$ cat src/rtl/otter_pipe_chain.sv
// otter_pipe_chain: a DEPTH-stage register chain that carries a data word and a
// valid bit per stage. A stall freezes the leading HOLD_STAGES stages and drops
// a bubble into the first free stage. Per-stage squash, global flush and a
// popcount occupancy are also provided. Every output comes straight from
// registers, so squash, stall and flush_all reach no output without a clock edge.
module otter_pipe_chain #(
    parameter int               DEPTH       = 4,
    parameter int               WIDTH       = 32,
    parameter int               HOLD_STAGES = 1,
    parameter logic [WIDTH-1:0] RESET_VAL   = '0
) (
    input  logic                       CLK,
    input  logic                       RST,
    input  logic [WIDTH-1:0]           in_data,
    input  logic                       in_valid,
    input  logic                       stall,
    input  logic [DEPTH-1:0]           squash,
    input  logic                       flush_all,
    output logic [DEPTH*WIDTH-1:0]     data_out,
    output logic [DEPTH-1:0]           valid_out,
    output logic [WIDTH-1:0]           tail_data,
    output logic                       tail_valid,
    output logic [$clog2(DEPTH+1)-1:0] occupancy,
    output logic                       empty
);

    localparam int OCC_W = $clog2(DEPTH+1);

    logic [WIDTH-1:0] r_data [DEPTH];
    logic [DEPTH-1:0] r_valid;

    logic [WIDTH-1:0] w_data_nxt [DEPTH];
    logic [DEPTH-1:0] w_valid_nxt;
    logic [OCC_W-1:0] w_occ;

    for (genvar g = 0; g < DEPTH; g++) begin : g_stage
        // Where this stage sits relative to the frozen region.
        localparam bit HELD   = (g < HOLD_STAGES);
        localparam bit BUBBLE = (HOLD_STAGES > 0) && (g == HOLD_STAGES);

        logic [WIDTH-1:0] w_src_data;
        logic             w_src_valid;

        if (g == 0) begin : g_head
            assign w_src_data  = in_data;
            assign w_src_valid = in_valid;
        end else begin : g_body
            // A squashed upstream entry still moves its data but arrives dead.
            assign w_src_data  = r_data[g-1];
            assign w_src_valid = r_valid[g-1] & ~squash[g-1];
        end

        // Held stages keep their word; all others load the upstream word.
        // The bubble stage also loads it, so the bubble carries a copy of the
        // frozen entry's data, but never its valid bit.
        assign w_data_nxt[g] = (stall && HELD) ? r_data[g] : w_src_data;

        // Priority: flush, then held (squash in place), then bubble, then advance.
        assign w_valid_nxt[g] = flush_all        ? 1'b0 :
                                (stall && HELD)   ? (r_valid[g] & ~squash[g]) :
                                (stall && BUBBLE) ? 1'b0 :
                                                    w_src_valid;

        assign data_out[g*WIDTH +: WIDTH] = r_data[g];
    end

    // Stage registers: synchronous reset, otherwise load the computed next state.
    always_ff @(posedge CLK) begin
        if (RST) begin
            // NOTE: every stage is a plain flop, not RAM, so resetting the data
            // words too is cheap and makes data_out deterministic after reset.
            for (int i = 0; i < DEPTH; i++) begin
                r_data[i] <= RESET_VAL;
            end
            r_valid <= '0;
        end else begin
            // NOTE: non-blocking assignments so every stage samples the old
            // value of its neighbour, which is what makes this a shift chain.
            for (int i = 0; i < DEPTH; i++) begin
                r_data[i] <= w_data_nxt[i];
            end
            r_valid <= w_valid_nxt;
        end
    end

    // Occupancy is a popcount of the registered valid bits.
    always_comb begin
        w_occ = '0;
        for (int i = 0; i < DEPTH; i++) begin
            w_occ = w_occ + OCC_W'(r_valid[i]);
        end
    end

    assign valid_out  = r_valid;
    assign tail_data  = r_data[DEPTH-1];
    assign tail_valid = r_valid[DEPTH-1];
    assign occupancy  = w_occ;
    assign empty      = (r_valid == '0);

endmodule
$ cat config.mk
export PLATFORM = sky130hd
export DESIGN_NAME = otter_pipe_chain
export DESIGN_NICKNAME = d
export VERILOG_FILES = /design/src/rtl/otter_pipe_chain.sv
export SDC_FILE = /design/constraint.sdc
export NUM_CORES = 1
export LEC_CHECK = 0
export CAP_MARGIN = 10
export CORE_MARGIN = 2
export CORE_UTILIZATION = 40
export CTS_BUF_LIST = sky130_fd_sc_hd__clkbuf_8
export DETAILED_ROUTE_END_ITERATION = 12
export HOLD_SLACK_MARGIN = 0.05
export PLACE_DENSITY = 0.8
export RECOVER_POWER = 50
export SYNTH_ARGS = -nofsm -noshare
export SYNTH_HDL_FRONTEND = slang
export SYNTH_SLANG_ARGS = --single-unit
$ cat constraint.sdc
create_clock -name CLK -period 1.75 [get_ports CLK]
set_input_delay 0.175 -clock CLK [delete_from_list [all_inputs] [get_ports CLK]]
set_output_delay 0.175 -clock CLK [all_outputs]
set_load 0.05 [all_outputs]
# --- Word-level counts from Yosys, hierarchy flattened ---
# Memory sizes are Yosys's and may differ from the RTL's.
# Index checks and enable logic that the tools add are counted.
totals:
  reg_bits: 4
  elab_cells: 28
  n_memories: 1
  input_bits: 41
  output_inout_bits: 169
  ramBits: 128
op_classes:
  bitwise: 10
  n_reduce_logical: 3
  mux: 9
  n_addsub: 3
mem_list:
  columns: ["memory", "words", "word_bits", "rd", "rd_clocked_by_memory_dff", "write_ports", "line_no", "text"]
  rows:
  - ["r_data", 4, 32, 4, 0, 4, "29", "logic [WIDTH-1:0] r_data [DEPTH];"]
op_table:
  columns: ["cell", "n"]
  rows:
  - ["two-way mux 32 bit", 5]
  - ["logical NOT 4 bit", 1]
  - ["two-way mux 1 bit", 4]
  - ["OR 1 bit", 4]
  - ["adder 2 x 1 -> 3 bit", 1]
  - ["adder 3 x 1 -> 3 bit", 1]
  - ["bitwise AND 1 bit", 3]
  - ["inverter 1 bit", 3]
  - ["OR reduction 3 bit", 1]
  - ["adder 1 x 1 -> 2 bit", 1]
  - ["OR reduction 2 bit", 1]

# --- Longest topological paths before layout ---
depth:
  depth_word: 3
  ltp_mapped: 5
  mapped_depth_nobuf: 5

# --- Worst setup path before layout ---
# No wires, ideal clock.
synth_timing:
  path_type: "reg2out"
  from: "reg r_valid[0] (netlist: valid_out[0])"
  to: "out occupancy[1]"
  n_path_buf: 0
  slack_ps: -561
  arrival_ps: 2136
  stages_incl_launch_ff: 6
  t_required_ps: 1575
  path_cell_list: "dfxtp_1 > inv_1 > fa_1 > inv_1 > ha_1 > ha_1"
synth_between:
  elab_chain_cells: 3
synth_lines:
  columns: ["element", "line_no", "text"]
  rows:
  - ["from (decl)", "30", "logic [DEPTH-1:0] r_valid;"]
  - ["from (signal assigned)", "82", "r_valid <= w_valid_nxt;"]
  - ["adder 1 x 1 -> 2 bit", "90", "w_occ = w_occ + OCC_W'(r_valid[i]);"]
  - ["adder 2 x 1 -> 3 bit", "90", null]
  - ["adder 3 x 1 -> 3 bit", "90", null]
  - ["to (decl)", "23", "output logic [$clog2(DEPTH+1)-1:0] occupancy,"]
# Every way passes these cells.

# --- Worst setup path in the final report ---
layout_timing:
  from: "reg r_valid[3] (netlist: valid_out[3])"
  to: "out occupancy[1]"
layout_between:
  elab_chain_cells: 1
layout_lines:
  columns: ["element", "line_no"]
  rows:
  - ["adder 3 x 1 -> 3 bit", "90"]
# Every way passes these cells.

==> out/qor_table.md <==
| Parameter | Reported |
|:---|:---|
| Violations in the final reports | negative setup slack |
| CP cell instances | inv_2 > fa_1 > inv_2 > ha_4 > ha_4 > buf_12 |
| Sw Pwr | 1.832 mW |
| Endpoint required time on the critical path | 1.57 ns |
| Antenna diode count | 0 |
| Beginning of the worst register-to-register path | valid_out[0] |
| Met2 track utilization from global routing | 0.2998 |
| Worst hold start | stall |
| TritonCTS sink count | 132 |
| Setup slack on the worst flop-to-flop path | 0.83 ns |
| Via count of the first global-routing pass | 3001 |
| RSZ-0062 raised after global routing | true |
| Insertion delay to the later sink of the worst-skew pair | 0.42 ns |
| Root Buffer | clkbuf_8 |
| Sum of buffers and inverters on the critical path | 3 |
| Area share of the largest cell type after synthesis | 0.6232 |
| DPL Wire Length | 6.963 mm |
| Maximum number of pins on one net before global-route repair | 53 |
| Core area | 0.01032 mm² |
| Die Ht | 107.0 µm |
| Static Leak | 3.336 nW |
| Run status | finished, violations left |
| Routed vias | 3005 |
| Max_cap viols | 0 |
| Number of antenna violations at the first check in global routing | 0 |
| Synth warnings | 0 |
| Min-Delay Path Class | in2reg |
| Final Hold Violating Endpoints | 0 |
| Number of instances in the synthesized netlist | 360 |
| Initial standard-cell utilization of the core | 0.4107 |
| Worst clock skew | 0.01630 ns |
| Stage delay of the slowest cell on the critical path | 0.54 ns |
| Maximum net fanout on the critical path | 2 |
| Clock network fraction of design power | 0.428 |
| Number of placed instances, taps included | 662 |
| Final Instance Count excl. Fillers | 697 |
| Nets@finish | 593 |
| Syn-to-layout area delta | 51.84% |
| Hold Path Stages | 3 |
| Max-slew violation total from the final report | 0 |
| Global-route wire length before repair | 14.44 mm |
| Total clock buffers created by CTS | 17 |
| Fraction of final layout cells with drive strength greater than 1 | 0.1016 |
| Total standard cell area after synthesis | 0.004240 mm² |
| 1st-iter DRT viols | 67 |
| Top Usage Layer GRT | met2 |
| Terminus of the critical flop-to-flop path | valid_out[1] |
| Max Root-Sink Buffers | 2 |
| Horizontal die dimension | 107.0 µm |
| Tot GR Track Use | 0.1653 |
| Utilization after layout | 0.6237 |
| Relative contribution of combinational cells to total power | 0.119 |
| Time the worst path needs with I/O delays and setup | 2.119 ns |
| Portion of total power attributed to sequential cells | 0.453 |
| Cell variety after synth | 19 |
| Crit-path leading delay family | adder cells |
| Cell taking the most area after synthesis | dfxtp_1 |
| DRC violations left | 0 |
| Worst Path Arrival | 1.94 ns |
| Syn Nets | 405 |
| GP Congestion | 0.7800 |
| Most area-consuming cells after synthesis | dfxtp_1 (62%), nor2b_1 (14%), mux2i_1 (7.6%) |
| Peak ir drop on the vdd network | 651.8 µV |
| Number of levels the H-tree was split into | 4 |
| GRT met1 Usage | 0.1618 |
| Clock transition at the registers of the reported paths | 0.08 ns |
| Reg2Reg Depth | 3 |
| Clock tree from TritonCTS | yes |
| Share of the yosys chip area belonging to registers | 0.6232 |
| PnR worst setup slack | -0.3685 ns |
| Kind of critical path | reg2out |
| Top-level port count | 210 |
| Setup violations, final | 3 |
| Standard cell with the maximum stage delay on the critical path | fa_1 |
| Number of vias per cell | 4.311 |
| Wire length reported by the detailed router | 9.589 mm |
| CP startpoint kind | flop |
| Most common cell after layout, fill and taps aside | dlygate4sd2_1 |
| Met3 layer usage reported by global route | 0.06930 |
| Overflow left after global routing | 0 |
| Mean post-synth cell area | 11.78 µm² |
| Tightest hold margin | 0.2560 ns |
| Power per cell area | 1081 mW/mm² |
| Transition at the pin with the smallest max-transition slack | 1.031 ns |
| Placement Rows | 37 |
| Area enclosed by the die boundary | 0.01144 mm² |
| Commonest non-fill, non-tap cells in the layout | dlygate4sd2_1 (142), dfxtp_1 (129), nor2b_1 (96) |
| Mean routed wirelength per cell | 13.76 µm |
| Post-route fraction of the period consumed by the critical path | 1.211 |
| Detail Route Antenna Nets | 0 |
| Max frequency | 472.0 MHz |
| # port buffers | 208 |
| Switching part of the total power | 0.2633 |
| Number of synthesized register bits | 132 |
| End point of the worst hold path | valid_out[1] |
| Worst setup EP type | output port |
| Relative slew slack | 0.3128 |
| First-pass DRT Iterations | 4 |
| Internal power of the cells | 5.126 mW |
| Pre-CTS setup slack | 0.03146 ns |
-- how the worst max path moves through the flow --
stage,slack [ns],depth (start not counted),endpoint,start
6_report,-0.37,6,occupancy[1],valid_out[3]
5_1_grt,-0.45,6,occupancy[1],valid_out[3]
4_1_cts,-0.39,6,occupancy[1],valid_out[3]
3_5_place_dp,0.03,6,occupancy[1],valid_out[0]
3_3_place_gp,0.05,6,occupancy[1],valid_out[0]
2_1_floorplan,-0.09,5,occupancy[1],valid_out[1]
-- flip-flops by register name, indices dropped and copies added, names as in the netlist --
signal,count
r_data,128
valid_out,4
-- synthesized netlist by cell type --
library cell  number
nor2b_1           96
buf_4             33
nor4b_4            1
fa_1               1
inv_1              5
ha_1               3
nor2_2             3
a21boi_1           1
buf_12             3
mux2i_1           32
nor2_1            30
nor4_2             1
nand2b_1           1
nand3b_1           1
buf_2             14
buf_6              1
nor4b_2            1
nor3b_1            1
dfxtp_1          132
-- worst reg2reg max path: cells and delay by family (launching register included) --
| kind | cells | cell delay [ns] |
|---|---|---|
| AND/OR/NAND/NOR | 1 | 0.28 |
| flip-flops | 1 | 0.36 |
| buffers and inverters | 2 | 0.17 |
-- metrics by stage --
stage / power [mW] / setup TNS, ns / cell area, µm²
2_1_floorplan: 3.813 / -0.09204 / 4277
6_report: 6.958 / -0.8644 / 6439
5_1_grt: 7.227 / -1.084 / 6439
3_5_place_dp: 4.152 / 0 / 6262
3_3_place_gp: 4.135 / 0 / 6262
4_1_cts: 7.062 / -0.9359 / 6570
-- cells by family (layout without fill, tap and decap cells) --
logic type	count (synthesis)	in the layout	synth area share
AOI/OAI and AO/OA	1	1	0.001771
adders and majority gates	4	4	0.01357
buffers and inverters	56	257	0.09620
DFF	132	132	0.6232
muxes	32	32	0.07554
and+or+nand+nor	135	135	0.1897
-- metal layers --
metal,vias to the layer above,share of wire
li1,1472,-
met1,1379,0.37
met2,134,0.51
met3,20,0.094
met4,0,0.022
met5,-,0
-- power by group through the flow --
| stage | registers [mW] | clock network [mW] | logic, mW |
|---|---|---|---|
| 3_5_place_dp | 3.23 | 0 | 0.923 |
| 6_report | 3.15 | 2.98 | 0.828 |
| 2_1_floorplan | 3.57 | 0 | 0.244 |
| 5_1_grt | 3.17 | 3.19 | 0.868 |
| 4_1_cts | 3.16 | 3.05 | 0.858 |
| 3_3_place_gp | 3.22 | 0 | 0.912 |
-- timing repair --
action	in CTS	in global routing
pin swaps	2	0
setup buffers	2	1
hold buffers	0	0
gates resized for setup	146	24
endpoints found under the setup margin	150	25
-- final cells by class --
class	count	area (µm²)
clock buffers	18	247.7
clock inverters	14	224.0
fillers	904	3885
inverters	5	18.77
multi-input cells	172	1199
flip-flops and latches	132	2649
well taps	136	170.2
repair buffers	220	1931
Power figures use the tool's default switching activity.
